**src/rtl/dmem_arbiter.sv**
```systemverilog
// Round-robin two-port arbiter for a single-ported word-access data memory.
// Pipeline: grant (T) -> access stage drives memory (T+1) -> response pulse (T+2).
module dmem_arbiter #(
  parameter int MEM_BYTES = 1024
) (
  input  logic        clk,
  input  logic        rst,
  input  logic        m0_req,
  input  logic        m0_we,
  input  logic [31:0] m0_addr,
  input  logic [31:0] m0_wdata,
  output logic        m0_gnt,
  output logic        m0_rvalid,
  output logic [31:0] m0_rdata,
  output logic        m0_err,
  input  logic        m1_req,
  input  logic        m1_we,
  input  logic [31:0] m1_addr,
  input  logic [31:0] m1_wdata,
  output logic        m1_gnt,
  output logic        m1_rvalid,
  output logic [31:0] m1_rdata,
  output logic        m1_err,
  output logic        mem_ce,
  output logic        mem_we,
  output logic [31:0] mem_addr,
  output logic [31:0] mem_wdata,
  input  logic [31:0] mem_rdata
);

  logic        last;
  logic        gnt0;
  logic        gnt1;
  logic        gnt_any;

  logic        sel_we;
  logic [31:0] sel_addr;
  logic [31:0] sel_wdata;
  logic [32:0] sel_end;
  logic        sel_err;

  logic        stg_vld;
  logic        stg_port;
  logic        stg_we;
  logic [31:0] stg_addr;
  logic [31:0] stg_wdata;
  logic        stg_err;

  logic        rsp_vld;
  logic        rsp_port;
  logic        rsp_err;
  logic [31:0] rsp_data;

  logic [1:0]  rvalid_v;
  logic [1:0]  err_v;
  logic [31:0] rdata_v [2];

  // On a tie the port that did not win last time is served.
  assign gnt0    = !rst && m0_req && (!m1_req || last);
  assign gnt1    = !rst && m1_req && (!m0_req || !last);
  assign gnt_any = gnt0 || gnt1;
  assign m0_gnt  = gnt0;
  assign m1_gnt  = gnt1;

  assign sel_we    = gnt1 ? m1_we    : m0_we;
  assign sel_addr  = gnt1 ? m1_addr  : m0_addr;
  assign sel_wdata = gnt1 ? m1_wdata : m0_wdata;
  // 33-bit sum so addresses near 2^32 cannot wrap into the legal range.
  assign sel_end   = {1'b0, sel_addr} + 33'd3;
  assign sel_err   = !(sel_end < 33'(MEM_BYTES));

  always_ff @(posedge clk) begin
    if (rst) begin
      last      <= 1'b1;
      stg_vld   <= 1'b0;
      stg_port  <= 1'b0;
      stg_we    <= 1'b0;
      stg_addr  <= '0;
      stg_wdata <= '0;
      stg_err   <= 1'b0;
    end else begin
      stg_vld <= gnt_any;
      if (gnt_any) begin
        last      <= gnt1;
        stg_port  <= gnt1;
        stg_we    <= sel_we;
        stg_addr  <= sel_addr;
        stg_wdata <= sel_wdata;
        stg_err   <= sel_err;
      end
    end
  end

  // Gating with rst drops a write that is in flight when reset arrives.
  assign mem_ce    = stg_vld && !stg_err && !rst;
  assign mem_we    = mem_ce && stg_we;
  assign mem_addr  = stg_addr;
  assign mem_wdata = stg_wdata;

  always_ff @(posedge clk) begin
    if (rst) begin
      rsp_vld  <= 1'b0;
      rsp_port <= 1'b0;
      rsp_err  <= 1'b0;
      rsp_data <= '0;
    end else begin
      rsp_vld <= stg_vld;
      if (stg_vld) begin
        rsp_port <= stg_port;
        rsp_err  <= stg_err;
        rsp_data <= (!stg_err && !stg_we) ? mem_rdata : 32'd0;
      end
    end
  end

  generate
    for (genvar gi = 0; gi < 2; gi++) begin : g_port
      assign rvalid_v[gi] = rsp_vld && (rsp_port == 1'(gi));
      assign err_v[gi]    = rvalid_v[gi] && rsp_err;
      assign rdata_v[gi]  = rvalid_v[gi] ? rsp_data : 32'd0;
    end
  endgenerate

  assign m0_rvalid = rvalid_v[0];
  assign m1_rvalid = rvalid_v[1];
  assign m0_err    = err_v[0];
  assign m1_err    = err_v[1];
  assign m0_rdata  = rdata_v[0];
  assign m1_rdata  = rdata_v[1];

endmodule

```
**config.mk**
```make
export PLATFORM = sky130hd
export DESIGN_NAME = dmem_arbiter
export DESIGN_NICKNAME = d
export VERILOG_FILES = /design/src/rtl/dmem_arbiter.sv
export SDC_FILE = /design/constraint.sdc
export NUM_CORES = 1
export LEC_CHECK = 0
export BUFFER_PORTS_ARGS = -buffer_cell sky130_fd_sc_hd__buf_2
export CELL_PAD_IN_SITES_DETAIL_PLACEMENT = 0
export CELL_PAD_IN_SITES_GLOBAL_PLACEMENT = 1
export CORE_MARGIN = 2
export CORE_UTILIZATION = 35
export DETAILED_ROUTE_END_ITERATION = 12
export HOLD_SLACK_MARGIN = 0.02
export PLACE_DENSITY = 0.91
export SKIP_LAST_GASP = 1
export SYNTH_ARGS = -nofsm -noshare
export SYNTH_HDL_FRONTEND = slang
export SYNTH_SLANG_ARGS = --single-unit
```
**constraint.sdc**
```tcl
create_clock -name clk -period 5 [get_ports clk]
set_input_delay 0 -clock clk [delete_from_list [all_inputs] [get_ports clk]]
set_output_delay 0 -clock clk [all_outputs]
set_load 0.03 [all_outputs]
```
Yosys cells after proc, flatten, opt, wreduce, memory -nomap -nowiden
Index checks and enable logic that the tools add are counted.
- register bits after elaboration: 104
- latch bits: 0
- bits in writable memories: 0
- ROM bits: 0
- input port bits: 166
- output and inout bits: 136
- word-level logic and storage cells: 42
- memories: 0
- $add $sub $neg: 1
- multiply operators: 0
- divide/modulo/power cells: 0
- order comparisons: 1
- equality and inequality tests: 0
- shifts and indexed selects: 0
- multiplexer cells: 6
- bitwise operators: 1
- reduce and logical (&&, ||, !) cells: 22
- operators by type and width (cell ; count):
    $mux 32 ; 5
    $add 32x2->33 const B ; 1
    $lt 33x11->1 const B ; 1
    $logic_and 1x1->1 ; 12
    $logic_not 1->1 ; 7
    $logic_or 1x1->1 ; 3
    $mux 1 ; 1
    $not 1->1 ; 1

Longest topological paths before layout
- depth after elaboration: 7
- depth in mapped cells: 12
- depth with buffers taken out: 9

Least setup slack after synthesis
OpenSTA, ideal clock, no wires.
- path type: register to register
- start: register last
- end: register stg_err
- library setup time: 0.125 ns
- arrival: 2.216 ns
- data required time: 4.875 ns
- setup slack: 2.659 ns
- stages on the path, launching flop included: 10
- buffers on the path: 1
- clock period less this slack: 2.341 ns
- cell sequence: dfxtp_1 -> and2_4 -> buf_6 -> or3_4 -> o32ai_4 -> nand2_2 -> a2111oi_4 -> mux2_1 -> a211oi_1 -> a21oi_1
- cells in the longest elaborated chain, start to end: 7
- elaborated cells on any way between the ends: 10
- ends and longest elaborated chain (element ; line ; source):
    start, declared ; 31 ; logic last;
    start signal, assigned ; 84 ; last <= gnt1;
    $logic_not 1->1 ; 60 ; assign gnt1 = !rst && m1_req && (!m0_req || !last);
    $logic_or 1x1->1 ; 60 ;
    $logic_and 1x1->1 ; 60 ;
    $mux 32 ; 66 ; assign sel_addr = gnt1 ? m1_addr : m0_addr;
    $add 32x2->33 ; 69 ; assign sel_end = {1'b0, sel_addr} + 33'd3;
    $lt 33x11->1 ; 70 ; assign sel_err = !(sel_end < 33'(MEM_BYTES));
    $logic_not 1->1 ; 70 ;
    end signal, assigned ; 89 ; stg_err <= sel_err;
    end, declared ; 47 ; logic stg_err;
Several ways; a longest one is shown, not always the timed one.
A chain may end at the register's enable or synchronous reset.

Final worst setup path
- start: input port m0_req
- end: register stg_err
- cells in the longest elaborated chain, start to end: 7
- elaborated cells on any way between the ends: 10
- ends and longest elaborated chain (element ; line ; source):
    start, declared ; 8 ; input logic m0_req,
    $logic_not 1->1 ; 60 ;
    $logic_or 1x1->1 ; 60 ;
    $logic_and 1x1->1 ; 60 ;
    $mux 32 ; 66 ;
    $add 32x2->33 ; 69 ;
    $lt 33x11->1 ; 70 ;
    $logic_not 1->1 ; 70 ;
Several ways; a longest one is shown, not always the timed one.

==> flow_summary.json <==
{
  "grt_start_max_net_pins": 80,
  "cts_tree": "done",
  "clock_latency_ps": 350,
  "grt_usage_pct": 23.33,
  "cts_root_buf": "clkbuf_16",
  "final_common_cell": "buf_2",
  "status": "completed",
  "netlist_top_cells_area": "dfxtp_1 (35%), mux2i_1 (13%), a211oi_1 (8.1%)",
  "cp-start-kind": "input port",
  "critPathKind": "input port to register",
  "routed_wl_um": 21460,
  "leakagePower_nw": 4.353,
  "synthXorXnorAreaFrac_pct": 1.484,
  "synthSimpleGateAreaFrac_pct": 25.95,
  "h-tree-depth": 3,
  "seq_area_frac_synth_pct": 35.28,
  "min_path_type": "input port to register",
  "max_freq_mhz": 295.6,
  "clkTransAtPathRegs_ps": 70,
  "die_area_mm2": 0.01791,
  "synth.avg_cell_area_um2": 8.454,
  "path_max_fanout": 74,
  "diodes": 0,
  "yosys.area.top_type_share_pct": 35.28,
  "setup_viol": 0,
  "initial_core_util_pct": 35.71,
  "firstDrtPassIters": 5,
  "fp.dieH_um": 133.8,
  "synthMuxAreaShare_pct": 13.85,
  "multi_input_area_mm2": 0.003535,
  "synth_cells": 698,
  "die_w_um": 133.8,
  "power_density_mw_per_mm2": 253.4,
  "maxCapViolCount": 0,
  "synth_top_family_by_area": "simple AND/OR/NAND/NOR gates",
  "total_power_w": 0.002315,
  "gr-total-overflow": 0,
  "cts_resized": 0,
  "fin_nets": 1259,
  "port_buffers": 301,
  "place_inst": 1167,
  "final_cell_mix": "buf_2 (300), dlygate4sd3_1 (135), nor2_1 (107)",
  "core_mm2": 0.01652,
  "routed-via-count": 6777,
  "via_per_inst": 5.142,
  "io_pins": 302,
  "drive_gt1_share_pct": 31.69,
  "antenna_found_initial": 0,
  "ant_nets": 0,
  "synth_edf_count": 0,
  "routabilityCongestion": 0.8800,
  "cp-end-kind": "register",
  "arrival_ps": 3620,
  "post_cts_buffers": 0,
  "syn2layout_area_growth_pct": 54.79,
  "min_period_ps": 3383,
  "grt_pass1_vias": 6575,
  "timing.final.crit_share_pct": 67.66,
  "fillers": 1527,
  "hpwlAfterDp_um": 14470,
  "grt_pass1_wl_um": 33760,
  "postSynth.asyncResetShare_pct": 0,
  "synth_fa_ha_area_share_pct": 0,
  "numCtsBuffers": 9,
  "final_util_pct": 55.27,
  "tns_ps": 0,
  "cts_sinks": 104,
  "ctsHoldBuffers": 135,
  "finClkSkew_ps": 7.598,
  "fp-row-count": 47,
  "rsz0062_at_grt": "false",
  "drc": 0,
  "maxSlewHeadroom_pct": 34.10,
  "synth_ff_type": "dfxtp_1",
  "worstMarginPinSlew_ps": 987.2,
  "ys_ff_latch": 104,
  "seqCellArea_mm2": 0.002082,
  "yosys.area.top_type": "dfxtp_1",
  "hold_violations": 0,
  "synth-compound-area-share_pct": 18.41,
  "yosys_warnings": 0,
  "synth_cell_types": 58,
  "drv_slew": 0,
  "synth_area_mm2": 0.005901,
  "cts.path.max_buffers": 2,
  "vdd_drop_max_mv": 0.1462,
  "synth_fp_nets": 864,
  "avgRoutedWirePerCell_um": 16.29,
  "drtIter0Drc": 375,
  "required_ps": 5230,
  "fin_cells": 1318
}
-- stage by stage --
| stage | hold slack [ps] | setup WS, ps | cell area, um2 |
|---|---|---|---|
| detailed placement | 233.6 | 1716 | 7453 |
| global placement | 227.2 | 1764 | 7453 |
| CTS | 20.96 | 1695 | 9134 |
| floorplan | 139.1 | 2659 | 5901 |
| global route | 21.30 | 1366 | 9134 |
| finish | 28.62 | 1617 | 9134 |
-- cell usage after synthesis (all sizes together), types with 5 or more instances --
| library cell | instances |
|---|---|
| a211oi | 64 |
| nand3 | 13 |
| mux2 | 5 |
| a21oi | 51 |
| dfxtp | 104 |
| nor3 | 12 |
| clkbuf | 36 |
| and3 | 39 |
| a31oi | 5 |
| nand2 | 18 |
| nor2b | 36 |
| xor2 | 6 |
| nand4 | 11 |
| nor2 | 107 |
| and2 | 37 |
| mux2i | 76 |
| buf | 22 |
-- worst max-delay path, stage by stage --
cell	delay, ps
dlygate4sd3_1	550
buf_2	150
nand2_1	320
nand2_4	530
inv_2	650
and3_1	250
a31oi_1	80
a2111oi_4	360
mux2_1	360
a211oi_1	240
a21oi_1	100
-- per-layer routing --
| metal | global-route usage [%] | up-vias | part of all wire, % |
|---|---|---|---|
| li1 | - | 3303 | - |
| met2 | 40.63 | 317 | 49 |
| met3 | 3.741 | 66 | 6.4 |
| met5 | 0 | - | 0 |
| met4 | 11.23 | 0 | 4.1 |
| met1 | 28.03 | 3091 | 41 |
-- logic make-up after synthesis --
kind of cell | Yosys count
AOI/OAI and AO/OA | 153
xor gates and xnor gates | 10
buffers and inverters | 60
DFF | 104
muxes | 81
and+or+nand+nor | 290
-- power breakdown --
group | switching [W] | internal [W]
sequential | 0.0000443 | 0.000891
combinational | 0.000331 | 0.000262
clock | 0.000331 | 0.000455
total | 0.000707 | 0.00161
-- final timing paths --
check	from	endpoint	slack, ps	cells past startpoint
hold / removal	m0_addr[10]	mem_addr[10]	30	3
setup / recovery	m0_req	stg_err	1620	11
setup reg to reg	last	stg_err	1650	9
hold reg to reg	mem_addr[30]	mem_addr[30]	500	2
-- area by class of cell --
cell class | instances | area share [%]
timing repair buffer | 442 | 31.81
clock inverter | 6 | 0.9863
multi-input combinational | 534 | 38.70
sequential | 104 | 22.79
inverter | 2 | 0.08219
tap | 220 | 3.014
clock buffer | 10 | 2.616
-- registers in the layout (all words and copies together), names as in the netlist --
signal,flops
mem_addr,32
mem_wdata,32
rsp_data,32
last,1
rsp_err,1
rsp_port,1
rsp_vld,1
stg_err,1
stg_port,1
stg_vld,1
stg_we,1
Note: power is estimated with default switching activity, not from simulation.
